--- src/rtl/vend_bcd_display_ctrl_pkg.sv ---
// vend_pkg: shared types and constants for the vending BCD display controller.
//   state_t        conversion FSM states
//   BIN_W          binary input width
//   NUM_SHIFTS     double-dabble shift count (one per binary bit)
//   BCD_BLANK      digit code driven for a blanked position
//   SCAN_DIV_DEF   default scan prescaler divide
//   bcd_adj()      double-dabble add-3 correction for one BCD digit
package vend_pkg;

   typedef enum logic [1:0] {
      IDLE  = 2'd0,
      SHIFT = 2'd1,
      DONE  = 2'd2
   } state_t;

   localparam int          BIN_W        = 7;
   localparam int          NUM_SHIFTS   = 7;
   localparam logic [3:0]  BCD_BLANK    = 4'hF;
   localparam int          SCAN_DIV_DEF = 50000;

   function automatic logic [3:0] bcd_adj(input logic [3:0] d);
      return (d >= 4'd5) ? (d + 4'd3) : d;
   endfunction

endpackage

--- src/rtl/vend_bcd_display_ctrl_digit_scan.sv ---
// digit_scan: multiplexes three latched BCD digits onto a common-anode display.
//   clk, reset         system clock, synchronous active-high reset
//   hundreds/tens/ones latched BCD result to display
//   an[2:0]            active-low digit enables (0 = ones, 1 = tens, 2 = hundreds)
//   digit[3:0]         BCD code of the enabled digit, BCD_BLANK when blanked
// Each digit stays enabled for SCAN_DIV clocks; BLANK_LZ suppresses leading zeros.
module digit_scan
   import vend_pkg::*;
#(
   parameter int SCAN_DIV = SCAN_DIV_DEF,
   parameter int BLANK_LZ = 1
) (
   input  logic       clk,
   input  logic       reset,
   input  logic [3:0] hundreds,
   input  logic [3:0] tens,
   input  logic [3:0] ones,
   output logic [2:0] an,
   output logic [3:0] digit
);

   localparam int PW = (SCAN_DIV > 1) ? $clog2(SCAN_DIV) : 1;

   logic [PW-1:0] presc_q, presc_d;
   logic [1:0]    idx_q, idx_d;
   logic          wrap;
   logic          blank_h, blank_t;

   always_comb begin
      wrap    = (presc_q == PW'(SCAN_DIV - 1));
      presc_d = wrap ? '0 : (presc_q + PW'(1));
      idx_d   = idx_q;
      if (wrap) begin
         idx_d = (idx_q == 2'd2) ? 2'd0 : (idx_q + 2'd1);
      end
   end

   always_ff @(posedge clk) begin
      if (reset) begin
         presc_q <= '0;
         idx_q   <= 2'd0;
      end else begin
         presc_q <= presc_d;
         idx_q   <= idx_d;
      end
   end

   // Ones is never blanked; tens only blanks when hundreds is also zero.
   always_comb begin
      blank_h = (BLANK_LZ != 0) && (hundreds == 4'd0);
      blank_t = blank_h && (tens == 4'd0);
      an      = 3'b111;
      digit   = BCD_BLANK;
      case (idx_q)
         2'd0: begin
            an    = 3'b110;
            digit = ones;
         end
         2'd1: begin
            an    = 3'b101;
            digit = blank_t ? BCD_BLANK : tens;
         end
         2'd2: begin
            an    = 3'b011;
            digit = blank_h ? BCD_BLANK : hundreds;
         end
         default: begin
            an    = 3'b111;
            digit = BCD_BLANK;
         end
      endcase
   end

endmodule

--- src/rtl/vend_bcd_display_ctrl.sv ---
// vend_bcd_display_ctrl: round-robin arbiter plus shared double-dabble
// binary-to-BCD converter for credit and change values, feeding a
// multiplexed 3-digit seven-segment display.
//   clk, reset                 system clock, synchronous active-high reset
//   req_credit/val_credit      credit source request and 7-bit value
//   req_change/val_change      change source request and 7-bit value
//   grant[1:0]                 one-hot grant (0 credit, 1 change), IDLE only
//   busy, done                 conversion in progress / one-cycle completion
//   src                        source of the latched result
//   hundreds/tens/ones         latched BCD result
//   an[2:0], digit[3:0]        display scan outputs
//
// state | meaning
// IDLE  | arbitrate; on grant capture value, clear working digits
// SHIFT | one add-3/shift step per clock, 7 steps, last one latches result
// DONE  | done pulse for one clock, requests ignored
module vend_bcd_display_ctrl
   import vend_pkg::*;
#(
   parameter int SCAN_DIV = SCAN_DIV_DEF,
   parameter int BLANK_LZ = 1
) (
   input  logic             clk,
   input  logic             reset,
   input  logic             req_credit,
   input  logic [BIN_W-1:0] val_credit,
   input  logic             req_change,
   input  logic [BIN_W-1:0] val_change,
   output logic [1:0]       grant,
   output logic             busy,
   output logic             done,
   output logic             src,
   output logic [3:0]       hundreds,
   output logic [3:0]       tens,
   output logic [3:0]       ones,
   output logic [2:0]       an,
   output logic [3:0]       digit
);

   state_t           state_q, state_d;
   logic [BIN_W-1:0] shreg_q, shreg_d;
   logic [3:0]       wh_q, wh_d, wt_q, wt_d, wo_q, wo_d;
   logic [2:0]       cnt_q, cnt_d;
   logic             src_nxt_q, src_nxt_d;
   logic             src_q, src_d;
   logic             ptr_q, ptr_d;
   logic [3:0]       res_h_q, res_h_d, res_t_q, res_t_d, res_o_q, res_o_d;
   logic [3:0]       adj_h, adj_t, adj_o;

   // ptr_q holds the last granted source; a tie goes to the other one.
   always_comb begin
      grant = 2'b00;
      if (state_q == IDLE) begin
         if (req_credit && req_change) begin
            grant = ptr_q ? 2'b01 : 2'b10;
         end else begin
            grant = {req_change, req_credit};
         end
      end
   end

   always_comb begin
      state_d   = state_q;
      shreg_d   = shreg_q;
      wh_d      = wh_q;
      wt_d      = wt_q;
      wo_d      = wo_q;
      cnt_d     = cnt_q;
      src_nxt_d = src_nxt_q;
      src_d     = src_q;
      ptr_d     = ptr_q;
      res_h_d   = res_h_q;
      res_t_d   = res_t_q;
      res_o_d   = res_o_q;
      adj_h     = bcd_adj(wh_q);
      adj_t     = bcd_adj(wt_q);
      adj_o     = bcd_adj(wo_q);
      case (state_q)
         IDLE: begin
            if (grant != 2'b00) begin
               shreg_d   = grant[0] ? val_credit : val_change;
               wh_d      = 4'd0;
               wt_d      = 4'd0;
               wo_d      = 4'd0;
               cnt_d     = 3'd0;
               src_nxt_d = grant[1];
               ptr_d     = grant[1];
               state_d   = SHIFT;
            end
         end
         SHIFT: begin
            // Adjust then shift {h,t,o,shreg} left; the binary MSB enters ones.
            wh_d    = {adj_h[2:0], adj_t[3]};
            wt_d    = {adj_t[2:0], adj_o[3]};
            wo_d    = {adj_o[2:0], shreg_q[BIN_W-1]};
            shreg_d = {shreg_q[BIN_W-2:0], 1'b0};
            cnt_d   = cnt_q + 3'd1;
            if (cnt_q == 3'(NUM_SHIFTS - 1)) begin
               res_h_d = {adj_h[2:0], adj_t[3]};
               res_t_d = {adj_t[2:0], adj_o[3]};
               res_o_d = {adj_o[2:0], shreg_q[BIN_W-1]};
               src_d   = src_nxt_q;
               state_d = DONE;
            end
         end
         DONE: begin
            state_d = IDLE;
         end
         default: begin
            state_d = IDLE;
         end
      endcase
   end

   always_ff @(posedge clk) begin
      if (reset) begin
         state_q   <= IDLE;
         shreg_q   <= '0;
         wh_q      <= 4'd0;
         wt_q      <= 4'd0;
         wo_q      <= 4'd0;
         cnt_q     <= 3'd0;
         src_nxt_q <= 1'b0;
         src_q     <= 1'b0;
         ptr_q     <= 1'b1;
         res_h_q   <= 4'd0;
         res_t_q   <= 4'd0;
         res_o_q   <= 4'd0;
      end else begin
         state_q   <= state_d;
         shreg_q   <= shreg_d;
         wh_q      <= wh_d;
         wt_q      <= wt_d;
         wo_q      <= wo_d;
         cnt_q     <= cnt_d;
         src_nxt_q <= src_nxt_d;
         src_q     <= src_d;
         ptr_q     <= ptr_d;
         res_h_q   <= res_h_d;
         res_t_q   <= res_t_d;
         res_o_q   <= res_o_d;
      end
   end

   assign busy     = (state_q != IDLE);
   assign done     = (state_q == DONE);
   assign src      = src_q;
   assign hundreds = res_h_q;
   assign tens     = res_t_q;
   assign ones     = res_o_q;

   digit_scan #(
      .SCAN_DIV (SCAN_DIV),
      .BLANK_LZ (BLANK_LZ)
   ) u_scan (
      .clk      (clk),
      .reset    (reset),
      .hundreds (res_h_q),
      .tens     (res_t_q),
      .ones     (res_o_q),
      .an       (an),
      .digit    (digit)
   );

endmodule
--- config.mk ---
export PLATFORM = sky130hd
export DESIGN_NAME = vend_bcd_display_ctrl
export DESIGN_NICKNAME = d
export VERILOG_FILES = /design/src/rtl/vend_bcd_display_ctrl_pkg.sv /design/src/rtl/vend_bcd_display_ctrl_digit_scan.sv /design/src/rtl/vend_bcd_display_ctrl.sv
export SDC_FILE = /design/constraint.sdc
export NUM_CORES = 1
export LEC_CHECK = 0
export ABC_AREA = 1
export BUFFER_PORTS_ARGS = -buffer_cell sky130_fd_sc_hd__buf_2
export CORE_MARGIN = 2
export CORE_UTILIZATION = 51
export DETAILED_ROUTE_END_ITERATION = 12
export PLACE_DENSITY_LB_ADDON = 0.3
export SLEW_MARGIN = 20
export SYNTH_ARGS = -nofsm -noshare
export SYNTH_HDL_FRONTEND = slang
export SYNTH_SLANG_ARGS = --single-unit
--- constraint.sdc ---
create_clock -name clk -period 1.6 [get_ports clk]
set_clock_uncertainty 0.05 [all_clocks]
set_input_delay 0.24 -clock clk [delete_from_list [all_inputs] [get_ports clk]]
set_output_delay 0.24 -clock clk [all_outputs]
set_load 0.005 [all_outputs]
== Word-level counts from Yosys, hierarchy flattened ==
Index checks and enable logic that the tools add are counted.
Storage, ports and cells
  bits of input ports: 18
  register bits after elaboration: 57
Cells by class
  reduce and logical (&&, ||, !) cells: 14
  muxes and demuxes: 23
  add/subtract/negate cells: 6
  order comparisons: 3
  eq/ne operators: 8
Operators with widths (count)
  one-hot mux 4 bit (2 select lines): 3
  two-way mux 4 bit: 5
  adder 16 x 1 -> 16 bit, second input constant: 1
  equality test 16 bit, second input constant: 1
  two-way mux 7 bit: 2
  one-hot mux 7 bit (2 select lines): 1
  >= comparator 4 x 3 -> 1 bit, second input constant: 3
  two-way mux 2 bit: 6
  one-hot mux 4 bit (3 select lines): 1
  one-hot mux 3 bit (3 select lines): 1
  adder 4 x 2 -> 4 bit, second input constant: 2
  zero test 4 bit: 2
  AND reduction 2 bit: 4
  two-way mux 3 bit: 2
  one-hot mux 3 bit (2 select lines): 1
  nonzero test 2 bit: 3
  equality test 2 x 1 -> 1 bit, second input constant: 2
  equality test 2 bit, second input constant: 2
  zero test 2 bit: 2
  one-hot mux 2 bit (2 select lines): 1
  adder 3 x 1 -> 3 bit, second input constant: 1
  adder 3 x 2 -> 3 bit, second input constant: 1
  equality test 3 bit, second input constant: 1
  adder 2 x 1 -> 2 bit, second input constant: 1
  other kinds (4): 5

== Logic depth before layout (Yosys ltp) ==
  depth after elaboration: 6
  mapped depth: 11
  depth with buffers taken out: 11

== By module ==
From an unflattened synthesis, not the netlist that was laid out.
Second synthesis, totals
  cells, all modules: 458
  area total of the unflattened synthesis: 3109.2 um^2
Modules (own cells, without submodules)
  vend_bcd_display_ctrl: area each 2052.0 um^2, times used 1, cells an instance 298
  digit_scan: area each 1057.3 um^2, times used 1, cells an instance 160

== Least setup slack after synthesis ==
OpenSTA, ideal clock, no wires.
  kind: flip-flop to flip-flop
  from: register u_scan.presc_q[0]
  to: register u_scan.presc_q[10]
  cell stages (with the launch flop): 8
  path buffers: 1
  clock period less this slack: 1.344 ns
  arrival time: 1.173 ns
  library setup time: 0.122 ns
  data required time: 1.428 ns
  path slack: 0.256 ns
  path through: dfxtp_1 > ha_1 > nand3_1 > nor2_2 > nand2_2 > nand2_4 > buf_6 > a21oi_1
Between the ends
  word-level cells in the longest chain between the ends: 2
  elaborated cells between the ends (all ways): 3
RTL lines
  start: declaration: RTL line vend_bcd_display_ctrl_digit_scan.sv:24  | logic [PW-1:0] presc_q, presc_d;
  start signal: assignment: RTL line vend_bcd_display_ctrl_digit_scan.sv:43  | presc_q <= presc_d;
  parallel branches: the longest is 2 deep, another holds adder 16 x 1 -> 16 bit
Several ways; the timed one is not identified.
A chain may end at the register's enable or synchronous reset.

== Worst setup path in the final report ==
  from: register res_h_q[3] (netlist: hundreds[3])
  to: output port digit[0]
Between the ends
  word-level cells in the longest chain between the ends: 4
  elaborated cells between the ends (all ways): 5
RTL lines
  start: declaration: RTL line vend_bcd_display_ctrl.sv:47  | logic [3:0] res_h_q, res_h_d, res_t_q, res_t_d, res_o_q, res_o_d;
  start signal: assignment: RTL line vend_bcd_display_ctrl.sv:139  | res_h_q <= res_h_d;
  zero test 4 bit (*): RTL line vend_bcd_display_ctrl_digit_scan.sv:50  | blank_h = (BLANK_LZ != 0) && (hundreds == 4'd0);
  logical AND 1 bit: RTL line vend_bcd_display_ctrl_digit_scan.sv:51  | blank_t = blank_h && (tens == 4'd0);
  two-way mux 4 bit: RTL line vend_bcd_display_ctrl_digit_scan.sv:61  | digit = blank_t ? BCD_BLANK : tens;
  one-hot mux 4 bit (3 select lines) (*): RTL line vend_bcd_display_ctrl_digit_scan.sv:54  | case (idx_q)
  end: declaration: RTL line vend_bcd_display_ctrl.sv:37  | output logic [3:0] digit
Mark *: on every way between the ends. The rest lies on a longest branch, timed or not.

==> flow_summary.json <==
{
  "yosysMostFrequentCell": "nand2_1",
  "track_usage_pct": 21.6,
  "grt_overflow": 0,
  "worstPathMaxFanout": 5,
  "cts_root_buffer": "clkbuf_8",
  "power.density_nw_per_um2": 792,
  "yosysWarnings": 0,
  "first_pass_iters": 4,
  "initial_utilization_pct": 52.7,
  "floorplan.rows": 28,
  "synth.area.top_cells": "dfxtp_1 37%, nand2_1 13%, inv_1 9.1%, nand3_1 6.1%, a21oi_1 5.8%",
  "period_needed_ps": 1720,
  "cts.clk_slew.worst_paths_ps": 70,
  "synth-edff-count": 0,
  "yosys.area_share.adder_pct": 3.61,
  "max-cap-violations": 0,
  "synthMuxAreaShare_pct": 0,
  "cts.path.max_buffers": 2,
  "vias": 3040,
  "htreeDepth": 3,
  "leakage_nw": 1.64,
  "drive_gt1_share_pct": 21.7,
  "numClockSinks": 57,
  "synth_nets": 488,
  "pre_cts_ws_ps": 132,
  "io_pins": 42,
  "hold_violations": 0,
  "synth_compound_area_share_pct": 13.0,
  "cts_tree": "built",
  "grt_pass1_wl_mm": 11.3,
  "fp.dieW_um": 82.2,
  "insertedDiodeCount": 0,
  "min_path_type": "input port to register",
  "yosys.area_share.xor_xnor_pct": 1.12,
  "yosys.area.top_type": "dfxtp_1",
  "failed_checks": "negative setup slack",
  "crit_type": "register to output port",
  "die_h_um": 82.2,
  "synth-seq-cells": 57,
  "max-slew-margin-rel_pct": 75.9,
  "hpwlAfterDp_mm": 5.07,
  "fmax_ghz": 0.582,
  "fp.dieArea_um2": 6760,
  "grt_pass1_vias": 2749,
  "status": "complete, but fails checks",
  "cts_buffers": 9,
  "syn_to_final_growth_pct": 16.6,
  "antenna_found_initial": 0,
  "irDropWorstVdd_mv": 0.546,
  "synthCells": 461,
  "wl_mm": 6.98,
  "arrival_ps": 1430,
  "setup.worst_path.end_class": "output port",
  "rsz0062_at_grt": "yes",
  "fin_nets": 543,
  "async_flop_share_pct": 0,
  "core-area_um2": 5920,
  "ys_dominant_reg_cell": "dfxtp_1",
  "finalWorstSetupSlack_ps": -117,
  "numPortBuffers": 41,
  "crit_path_start_kind": "register",
  "hold_buffers": 0,
  "clock_latency_ps": 340,
  "post-route-period-util_pct": 107,
  "yosys.area.top_type_share_pct": 36.6,
  "grt_max_degree": 32,
  "first_iter_violations": 121,
  "cp.required_ps": 1310,
  "power.total_mw": 2.88,
  "remaining_drc_errors": 0,
  "ys_seq_area_share_pct": 36.6,
  "synth_top_family_by_area": "simple AND/OR/NAND/NOR gates",
  "syn_avg_cell_area_um2": 6.76,
  "synth-simple-area-share_pct": 32.6,
  "worst_pin_slew_ps": 361,
  "slew_viol_final": 0,
  "drt-wirelength-per-cell_um": 11.7,
  "gp_congestion": 0.763,
  "yosysUniqueCellTypes": 34,
  "setup_viol": 4,
  "ant_nets": 0,
  "synth_common_cells": "111 x nand2_1, 76 x inv_1, 57 x dfxtp_1",
  "syn_area_um2": 3120,
  "via_per_inst": 5.10
}
==> through the flow <==
stage / utilization [%] / setup TNS [ps] / cells / hold WS [ps] / cell area [µm²]
global placement: 57.3 / 0 / 573 / 384 / 3390
CTS: 60.5 / -520 / 591 / 179 / 3580
floorplan: - / 0 / 461 / 346 / 3120
global route: 61.4 / -876 / 596 / 210 / 3640
detailed placement: 57.3 / 0 / 573 / 391 / 3390
finish: 61.4 / -393 / 596 / 189 / 3640
==> critical path: stages (launching register included) <==
cell     delay (ps)
dfxtp_2         320
inv_2            60
nand4_1         200
nor2_2          210
o21ai_1         100
o21ai_1          80
buf_2           130
==> sequential cells by signal (all words and copies together) (netlist names) <==
register and cells:
state_q 2, u_scan.presc_q 16, cnt_q 3, src_nxt_q 1, ptr_q 1, ones 4, wt_q 4, hundreds 4
u_scan.idx_q 2, tens 4, wo_q 4, wh_q 4, src 1, shreg_q 7
==> repair_timing <==
item,4_1_cts,5_1_grt
pin swaps,5,5
resized for setup,16,8
buffers inserted,2,5
setup endpoints to repair,6,8
==> path summary, 6_finish.rpt <==
check	slack, ps	cells after the start	start	endpoint
setup / recovery	-120	6	hundreds[3]	digit[0]
hold reg to reg	400	1	u_scan.presc_q[0]	u_scan.presc_q[0]
setup reg to reg	130	8	cnt_q[0]	hundreds[0]
hold / removal	190	5	val_change[3]	shreg_q[3]
==> placed cells by master (no fill, tap or decap), drive strengths merged, types with 3 or more instances in the layout <==
master  instances
nand2         115
inv            78
dfxtp          57
buf            57
nand3          45
nor2           44
a21oi          42
o21ai          25
nand4          17
clkbuf         12
ha              9
clkinv          6
xor2            3
or2             3
==> power by group <==
| part | internal, mW | switching (mW) |
|---|---|---|
| clock | 0.552 | 0.554 |
| combinational | 0.113 | 0.180 |
| sequential | 1.46 | 0.0242 |
==> per-layer routing <==
metal / track usage (%) / wire [µm] / part of all wire [%]
met1: 25.4 / 3200 / 46
met2: 37.8 / 3380 / 48
met3: 4.78 / 274 / 3.9
met4: 9.00 / 129 / 1.8
met5: 0 / 0 / 0
==> final cells by class <==
| class | instances | area [µm²] |
|---|---|---|
| Clock buffer | 12 | 135 |
| Clock inverter | 4 | 20.0 |
| Fill cell | 563 | 2280 |
| Inverter | 80 | 314 |
| Multi-Input combinational cell | 311 | 1600 |
| Sequential cell | 57 | 1150 |
| Tap cell | 75 | 93.8 |
| Timing Repair Buffer | 57 | 329 |
==> logic make-up after synthesis <==
| group | count (synthesis) |
|---|---|
| AO/OA/AOI/OAI | 73 |
| adder cells (fa/ha/maj) | 9 |
| XOR/XNOR | 4 |
| buffers and inverters | 93 |
| AND/OR/NAND/NOR | 225 |
| flip-flops | 57 |
Note: power is estimated with default switching activity, not from simulation.
